--- config.mk ---
export PLATFORM = sky130hd
export DESIGN_NAME = mem_arbiter
export DESIGN_NICKNAME = d
export VERILOG_FILES = /design/src/rtl/mem_arb_pkg.sv /design/src/rtl/rr_arbiter.sv /design/src/rtl/mem_arbiter.sv
export SDC_FILE = /design/constraint.sdc
export NUM_CORES = 1
export LEC_CHECK = 0
export ABC_AREA = 1
export CAP_MARGIN = 30
export CORE_MARGIN = 3
export CORE_UTILIZATION = 42
export DETAILED_ROUTE_END_ITERATION = 8
export PLACE_DENSITY = 0.91
export SLEW_MARGIN = 25
export SYNTH_ARGS = -nofsm -noshare
export SYNTH_HDL_FRONTEND = slang
export SYNTH_SLANG_ARGS = --single-unit
--- constraint.sdc ---
create_clock -name clk -period 3.38 [get_ports clk]
set_input_delay 0.338 -clock clk [delete_from_list [all_inputs] [get_ports clk]]
set_output_delay 0.338 -clock clk [all_outputs]
set_load 0.005 [all_outputs]
--- src/rtl/mem_arb_pkg.sv ---
// Shared types and limits for the memory arbiter: FSM state encoding,
// channel/latency bounds and the performance-counter helper.
package mem_arb_pkg;

  typedef enum logic [1:0] {
    IDLE   = 2'd0,
    ACCESS = 2'd1,
    RESP   = 2'd2
  } arb_state_e;

  localparam int MAX_CH      = 8;
  localparam int MAX_LATENCY = 15;
  localparam int PERF_CNT_W  = 16;

  // Saturating increment so a busy channel's counter sticks at all-ones
  function automatic logic [PERF_CNT_W-1:0] sat_inc(input logic [PERF_CNT_W-1:0] v);
    return (v == {PERF_CNT_W{1'b1}}) ? v : v + PERF_CNT_W'(1);
  endfunction

endpackage

--- src/rtl/rr_arbiter.sv ---
// Combinational round-robin picker: the search starts one past last_grant
// and wraps, returning a one-hot grant and its encoded index.
module rr_arbiter
  import mem_arb_pkg::*;
#(
  parameter int NUM_CH = 2,
  localparam int IDX_W = (NUM_CH > 1) ? $clog2(NUM_CH) : 1
) (
  input  logic [NUM_CH-1:0] req,
  input  logic [IDX_W-1:0]  last_grant,
  output logic [NUM_CH-1:0] grant,
  output logic [IDX_W-1:0]  grant_idx
);

  logic [IDX_W-1:0] pos_s;
  logic             hit_s;
  logic             found_s;

  // First requester at or after last_grant+1 (mod NUM_CH) wins
  always_comb begin
    grant     = '0;
    grant_idx = '0;
    pos_s     = '0;
    hit_s     = 1'b0;
    found_s   = 1'b0;
    for (int i = 1; i <= NUM_CH; i++) begin
      pos_s          = IDX_W'((int'(last_grant) + i) % NUM_CH);
      hit_s          = req[pos_s] & ~found_s;
      grant[pos_s]   = grant[pos_s] | hit_s;
      grant_idx      = hit_s ? pos_s : grant_idx;
      found_s        = found_s | hit_s;
    end
  end

endmodule

--- src/rtl/mem_arbiter.sv ---
// Round-robin arbiter of NUM_CH request channels onto one memory port.
// Optional per-channel grant counters are enabled with MEM_ARB_PERF_EN.
module mem_arbiter
  import mem_arb_pkg::*;
#(
  parameter int NUM_CH  = 2,
  parameter int ADDR_W  = 32,
  parameter int DATA_W  = 32,
  parameter int LATENCY = 1
) (
  input  logic                     clk,
  input  logic                     rst,
  input  logic [NUM_CH-1:0]        req_valid,
  input  logic [NUM_CH-1:0]        req_we,
  input  logic [NUM_CH*ADDR_W-1:0] req_addr,
  input  logic [NUM_CH*DATA_W-1:0] req_wdata,
  output logic [NUM_CH-1:0]        req_ready,
  output logic [NUM_CH-1:0]        resp_valid,
  output logic [DATA_W-1:0]        resp_rdata,
  output logic [ADDR_W-1:0]        mem_addr,
  output logic [DATA_W-1:0]        mem_wdata,
  output logic                     mem_read,
  output logic                     mem_write,
  input  logic [DATA_W-1:0]        mem_rdata
`ifdef MEM_ARB_PERF_EN
  ,
  output logic [NUM_CH*PERF_CNT_W-1:0] perf_grants
`endif
);

  localparam int IDX_W = (NUM_CH > 1) ? $clog2(NUM_CH) : 1;
  localparam int CNT_W = $clog2(LATENCY + 1);

  arb_state_e        state_r;
  arb_state_e        state_nxt_s;
  logic [CNT_W-1:0]  cnt_r;
  logic [IDX_W-1:0]  last_grant_r;
  logic [NUM_CH-1:0] cur_oh_r;
  logic              cur_we_r;
  logic [NUM_CH-1:0] gnt_oh_s;
  logic [IDX_W-1:0]  gnt_idx_s;
  logic              accept_s;
  logic              finish_s;
  logic              sel_we_s;
  logic [ADDR_W-1:0] sel_addr_s;
  logic [DATA_W-1:0] sel_wdata_s;

  rr_arbiter #(.NUM_CH(NUM_CH)) u_rr (
    .req        (req_valid),
    .last_grant (last_grant_r),
    .grant      (gnt_oh_s),
    .grant_idx  (gnt_idx_s)
  );

  assign sel_we_s    = req_we[gnt_idx_s];
  assign sel_addr_s  = req_addr[gnt_idx_s*ADDR_W +: ADDR_W];
  assign sel_wdata_s = req_wdata[gnt_idx_s*DATA_W +: DATA_W];

  // FSM state register
  always_ff @(posedge clk or negedge rst) begin
    if (!rst) begin
      state_r <= IDLE;
    end else begin
      state_r <= state_nxt_s;
    end
  end

  // Next state plus the combinational accept pulse; held off while in reset
  always_comb begin
    state_nxt_s = state_r;
    req_ready   = '0;
    accept_s    = 1'b0;
    finish_s    = 1'b0;
    case (state_r)
      IDLE: begin
        if (rst && (|req_valid)) begin
          req_ready   = gnt_oh_s;
          accept_s    = 1'b1;
          state_nxt_s = ACCESS;
        end else begin
          state_nxt_s = IDLE;
        end
      end
      ACCESS: begin
        if (cnt_r <= CNT_W'(1)) begin
          finish_s    = 1'b1;
          state_nxt_s = RESP;
        end else begin
          state_nxt_s = ACCESS;
        end
      end
      RESP:    state_nxt_s = IDLE;
      default: state_nxt_s = IDLE;
    endcase
  end

  // Transaction datapath: latch on accept, strobe for LATENCY cycles, respond
  always_ff @(posedge clk or negedge rst) begin
    if (!rst) begin
      cnt_r        <= '0;
      last_grant_r <= IDX_W'(NUM_CH - 1);
      cur_oh_r     <= '0;
      cur_we_r     <= 1'b0;
      mem_addr     <= '0;
      mem_wdata    <= '0;
      mem_read     <= 1'b0;
      mem_write    <= 1'b0;
      resp_valid   <= '0;
      resp_rdata   <= '0;
    end else begin
      resp_valid <= '0;
      if (accept_s) begin
        last_grant_r <= gnt_idx_s;
        cur_oh_r     <= gnt_oh_s;
        cur_we_r     <= sel_we_s;
        mem_addr     <= sel_addr_s;
        mem_wdata    <= sel_wdata_s;
        mem_read     <= ~sel_we_s;
        mem_write    <= sel_we_s;
        cnt_r        <= CNT_W'(LATENCY);
      end else if (state_r == ACCESS) begin
        cnt_r <= cnt_r - CNT_W'(1);
        if (finish_s) begin
          mem_read   <= 1'b0;
          mem_write  <= 1'b0;
          resp_valid <= cur_oh_r;
          resp_rdata <= cur_we_r ? '0 : mem_rdata;
        end else begin
          mem_read   <= mem_read;
          mem_write  <= mem_write;
        end
      end else begin
        cnt_r <= cnt_r;
      end
    end
  end

`ifdef MEM_ARB_PERF_EN
  for (genvar g = 0; g < NUM_CH; g++) begin : g_perf
    logic [PERF_CNT_W-1:0] grant_cnt_r;

    // Count accept pulses for this channel
    always_ff @(posedge clk or negedge rst) begin
      if (!rst) begin
        grant_cnt_r <= '0;
      end else if (req_ready[g]) begin
        grant_cnt_r <= sat_inc(grant_cnt_r);
      end else begin
        grant_cnt_r <= grant_cnt_r;
      end
    end

    assign perf_grants[g*PERF_CNT_W +: PERF_CNT_W] = grant_cnt_r;
  end
`endif

endmodule
Yosys cells after proc, flatten, opt, wreduce, memory -nomap -nowiden
Index checks and enable logic that the tools add are counted.
{"block": "word_totals", "ram_bits": 0, "latch_bits": 0, "romBits": 0, "inputBits": 166, "output_inout_bits": 102, "ff_bits": 107, "memories": 0, "word_cells": 74}
{"block": "classes", "bitwise": 7, "shifts": 2, "n_mux": 35, "magnitude_cmp": 6, "add_sub_neg": 3, "multipliers": 0, "reduce_logical": 9, "eq_ne": 1, "div_mod_pow": 0}
{"cell": "$shiftx A64 B7 Y32", "n": 2}
{"cell": "$mux W32", "n": 1}
{"cell": "$mux W1", "n": 24}
{"cell": "$mux W2", "n": 6}
{"cell": "$lt A1 B2 Y1 const B", "n": 3}
{"cell": "$pmux W2 S2", "n": 1}
{"cell": "$reduce_bool A2 Y1", "n": 2}
{"cell": "$logic_and A1 B1 Y1", "n": 3}
{"cell": "$not A1 Y1", "n": 3}
{"cell": "$reduce_and A3 Y1", "n": 1}
{"cell": "$add A1 B1 Y1 const B", "n": 2}
{"cell": "$and A2 B2 Y2", "n": 1}
{"cell": "$bwmux W2", "n": 1}
{"cell": "$demux W1 S1", "n": 2}
{"cell": "$eq A2 B1 Y1 const B", "n": 1}
{"cell": "$ge A1 B1 Y1 const B", "n": 2}
{"cell": "$logic_not A2 Y1", "n": 1}
{"cell": "$or A1 B1 Y1", "n": 2}
{"cell": "$reduce_and A2 Y1", "n": 1}
{"cell": "$reduce_or A2 Y1", "n": 1}
{"cell": "$and A1 B1 Y1", "n": 1}
{"cell": "$le A1 B1 Y1 const B", "n": 1}
{"cell": "$sub A1 B1 Y1 const B", "n": 1}

Depth between registers and ports, before layout
{"block": "logic_depth", "depth_word": 12, "depth_mapped": 8, "ltp_nobuf": 6}

Hierarchy
From an unflattened synthesis, not the netlist that was laid out.
{"block": "unflattened", "hier_cells": 671, "area_unflattened_um2": 4953.5}
{"module": "mem_arbiter", "seq_area_each_um2": 2653.8, "cells_per_inst": 666, "area_per_inst_um2": 4918.5, "n_inst": 1}
{"module": "rr_arbiter", "seq_area_each_um2": 0.0, "cells_per_inst": 5, "area_per_inst_um2": 35.0, "n_inst": 1}

Worst setup path before layout
OpenSTA, ideal clock, no wires.
{"block": "synth_timing", "kind": "flip-flop to output port", "start": "register last_grant_r", "end": "output req_ready[0]", "stages_incl_launch_ff": 7, "slack_ns": 1.900, "n_path_buf": 2, "required_time_ns": 3.042, "arrival_time_ns": 1.142, "path_cell_list": "dfstp_2 > nand2_1 > nand2_1 > buf_4 > buf_4 > nand2_1 > nor2_1"}
{"block": "synth_via", "elab_chain_len": 12, "word_cells_on_any_way": 26, "classes_between": "add/sub: 2; order compare: 4; mux: 13; bitwise: 5; reduce/logical: 2"}
{"item": "from (decl)", "line_no": "mem_arbiter.sv:37", "source": "logic [IDX_W-1:0] last_grant_r;"}
{"item": "from (signal assigned)", "line_no": "mem_arbiter.sv:101", "source": "last_grant_r <= IDX_W'(NUM_CH - 1);"}
{"item": "from (signal assigned)", "line_no": "mem_arbiter.sv:113", "source": "last_grant_r <= gnt_idx_s;"}
{"item": "$add A1 B1 Y1", "line_no": "rr_arbiter.sv:27", "source": "pos_s = IDX_W'((int'(last_grant) + i) % NUM_CH);"}
{"item": "$lt A1 B2 Y1 (not written as such) or $ge A1 B1 Y1 (tied branches)", "line_no": "rr_arbiter.sv:29", "source": "grant[pos_s] = grant[pos_s] | hit_s;"}
{"item": "$logic_and A1 B1 Y1 (not written as such)", "line_no": "rr_arbiter.sv:29"}
{"item": "$mux W1 (not written as such)", "line_no": "rr_arbiter.sv:29"}
{"item": "$demux W1 S1"}
{"item": "$and A2 B2 Y2 (no line)"}
{"item": "$mux W1 (not written as such) (2 in a row)", "line_no": "rr_arbiter.sv:29"}
{"item": "$or A1 B1 Y1", "line_no": "rr_arbiter.sv:29"}
{"item": "$bwmux W2 *", "line_no": "rr_arbiter.sv:29"}
{"item": "$mux W2 *", "line_no": "mem_arbiter.sv:76", "source": "if (rst && (|req_valid)) begin"}
{"item": "$mux W2 *", "line_no": "mem_arbiter.sv:74", "source": "case (state_r)"}
{"item": "to (decl)", "line_no": "mem_arbiter.sv:17", "source": "output logic [NUM_CH-1:0] req_ready,"}
Mark *: on every way between the ends. The rest lies on a longest branch, timed or not. The select of a mux whose other input is x is not followed.

Worst setup path in the final report
{"block": "layout_timing", "start": "register last_grant_r", "end": "output req_ready[1]"}
The elaborated chain is that of the path after synthesis.

==> flow_summary.ini <==
[layout]
n_antenna_cell = 0
fin_cells = 1063
drive_above_1_share_pct = 3.804
fin_area_mm2 = 0.007978
mostFrequentLayoutCells = nand2_1 (397), clkdlybuf4s50_1 (265), dfrtp_1 (105), nand3_1 (101), buf_4 (10)
finalCoreUtilization_pct = 69.57
areaGrowthSynthToFinish_pct = 60.85
layout_commonest_cell = nand2_1
fin_nets = 1081

[hold_path]
hp-class = in2async

[sta]
finalCritPeriodShare_pct = 69.88
relSlewSlack_pct = 50.47
setup_tns_ns = 0
finalCriticalPeriod_ns = 2.362
hold_violations = 0
worst_pin_slew_ns = 0.7430
fmax_ghz = 0.4234
slew_violations = 0
whs_ns = 0.3517
finClkSkew_ns = 0.008905
rsz0062_at_grt = false
setup_slack_ns = 1.018
setup_viol = 0

[clock_tree]
hold_buffers = 1
clkSinkCount = 106
cts_root_buffer = clkbuf_16
clock_latency_ns = 0.34
cts-buffers-inserted = 9
cts_tree = yes
cts_setup_buffers = 0
cts.repair.resized = 0
cts_htree_levels = 3
clkSlewWorstSetupHoldPaths_ns = 0.08
clk_path_buf_depth = 2

[worst_setup_path]
critPathArrivalTime_ns = 2.02
critPathCapture = req_ready[1]
r2r_end = cur_we_r$_DFFE_PN0P_
endpoint_kind = output pin
crit_type = reg2out
critPathLaunch = last_grant_r$_DFFE_PN1P_
reg2reg_from = state_r[0]$_DFF_PN0_
reg2reg_depth = 6
crit_path_max_fanout = 29
critPathRequiredTime_ns = 3.04
reg2reg_setup_slack_ns = 1.71
start_kind = flip-flop

[die]
num_rows = 39
core-area_mm2 = 0.01147
start_util_pct = 43.25
top_level_ports = 268
die_w_um = 114.7
dieArea_mm2 = 0.01315
die_h_um = 114.7

[synthesis]
synth_area_mm2 = 0.004960
syn_area_per_cell_um2 = 7.403
yosys_warnings = 0
syn_nets = 836
yosysTopAreaCellShare_pct = 52.98
yosysSeqAreaShare_pct = 53.51
yosys.area.top_type = dfrtp_1
synth_cells = 670
synth_cell_types = 15
ys_ff_latch = 106
synth.area.top_cells = dfrtp_1 (53%), nand2_1 (30%), nand3_1 (10%), buf_2 (2.5%), clkbuf_1 (0.98%)

[global_routing]
antenna_found_initial = 0
grt_max_degree = 71
overflow = 0
grt_pass1_vias = 4962
grt_pass1_wl_mm = 24.70
track_usage_pct = 23.71

[routing]
first_iter_violations = 363
routed_wl_mm = 15.99
drt-pass1-iter-count = 5
drtAntennaViolNets = 0
drc_errors = 0
vias_per_cell = 4.973
wl_per_cell_um = 15.04
vias = 5286

[power]
p_per_area_mw_per_mm2 = 547.9
ir_drop_mv = 0.4391
power.total_mw = 4.371
power_leakage_nw = 4.039

[placed_design]
placed_area_mm2 = 0.007682
pre_cts_ws_ns = 1.022
port_buffers = 267
place_hpwl_mm = 11.23
dp_cells = 1046
gp_congestion = 0.7983

[run_status]
status = finished clean

[flow_run]
max_cap_viol_count = 0
cell type report:
class / instances / area, µm²
clock buffers: 9 / 225.2
clock inverters: 7 / 60.06
fillers: 930 / 3490
inverters: 10 / 37.54
multi-input cells: 510 / 2064
flip-flops and latches: 106 / 2654
well taps: 143 / 178.9
repair buffers: 278 / 2758
logic make-up after synthesis:
group                  share of synthesized area, %
and+or+nand+nor                               41.12
DFF                                           53.51
buffers and inverters                         5.171
AOI/OAI and AO/OA                            0.2016
per-layer routing:
layer | up-vias | routed length, µm | global-route usage, % | share of wire, %
li1 | 2569 | - | - | -
met1 | 2459 | 6465 | 29.90 | 40
met2 | 227 | 7834 | 39.50 | 49
met3 | 31 | 1256 | 5.655 | 7.9
met4 | 0 | 434 | 8.947 | 2.7
met5 | - | 0 | 0 | 0
critical path, cell delays in order, from the launching register on:
cell,delay [ns]
dfstp_2,0.55
nand2_2,0.06
nand2_2,0.08
buf_4,0.31
inv_1,0.08
nand2_1,0.10
inv_1,0.04
clkdlybuf4s50_1,0.46
power breakdown:
part | total (mW) | switching, mW | internal, mW
registers | 1.79 | 0.187 | 1.60
logic | 1.58 | 0.667 | 0.912
clock network | 1.00 | 0.491 | 0.514
total | 4.37 | 1.35 | 3.03
how the worst min path moves through the flow:
stage | depth (start not counted) | endpoint | from | slack [ns]
4_1_cts | 2 | state_r[0]$_DFF_PN0_ | rst | 0.35
6_report | 2 | state_r[0]$_DFF_PN0_ | rst | 0.35
3_5_place_dp | 1 | cur_oh_r[0]$_DFFE_PN0P_ | rst | 0.17
3_3_place_gp | 1 | cur_oh_r[0]$_DFFE_PN0P_ | rst | 0.16
5_1_grt | 2 | state_r[0]$_DFF_PN0_ | rst | 0.35
2_1_floorplan | 0 | cur_oh_r[0]$_DFFE_PN0P_ | rst | 0.04
synthesized netlist by cell type (all sizes together):
cell type,number
nand2,399
dfrtp,105
nand3,102
buf,31
clkbuf,13
inv,10
nor2,7
o21ai,2
dfstp,1
state kept, by name (all words and copies together), names as in the netlist:
signal,cells
resp_rdata,32
mem_read,1
mem_wdata,32
mem_addr,32
mem_write,1
resp_valid,2
last_grant_r,1
cur_oh_r,2
state_r,2
cur_we_r,1
Note: power is estimated with default switching activity, not from simulation.
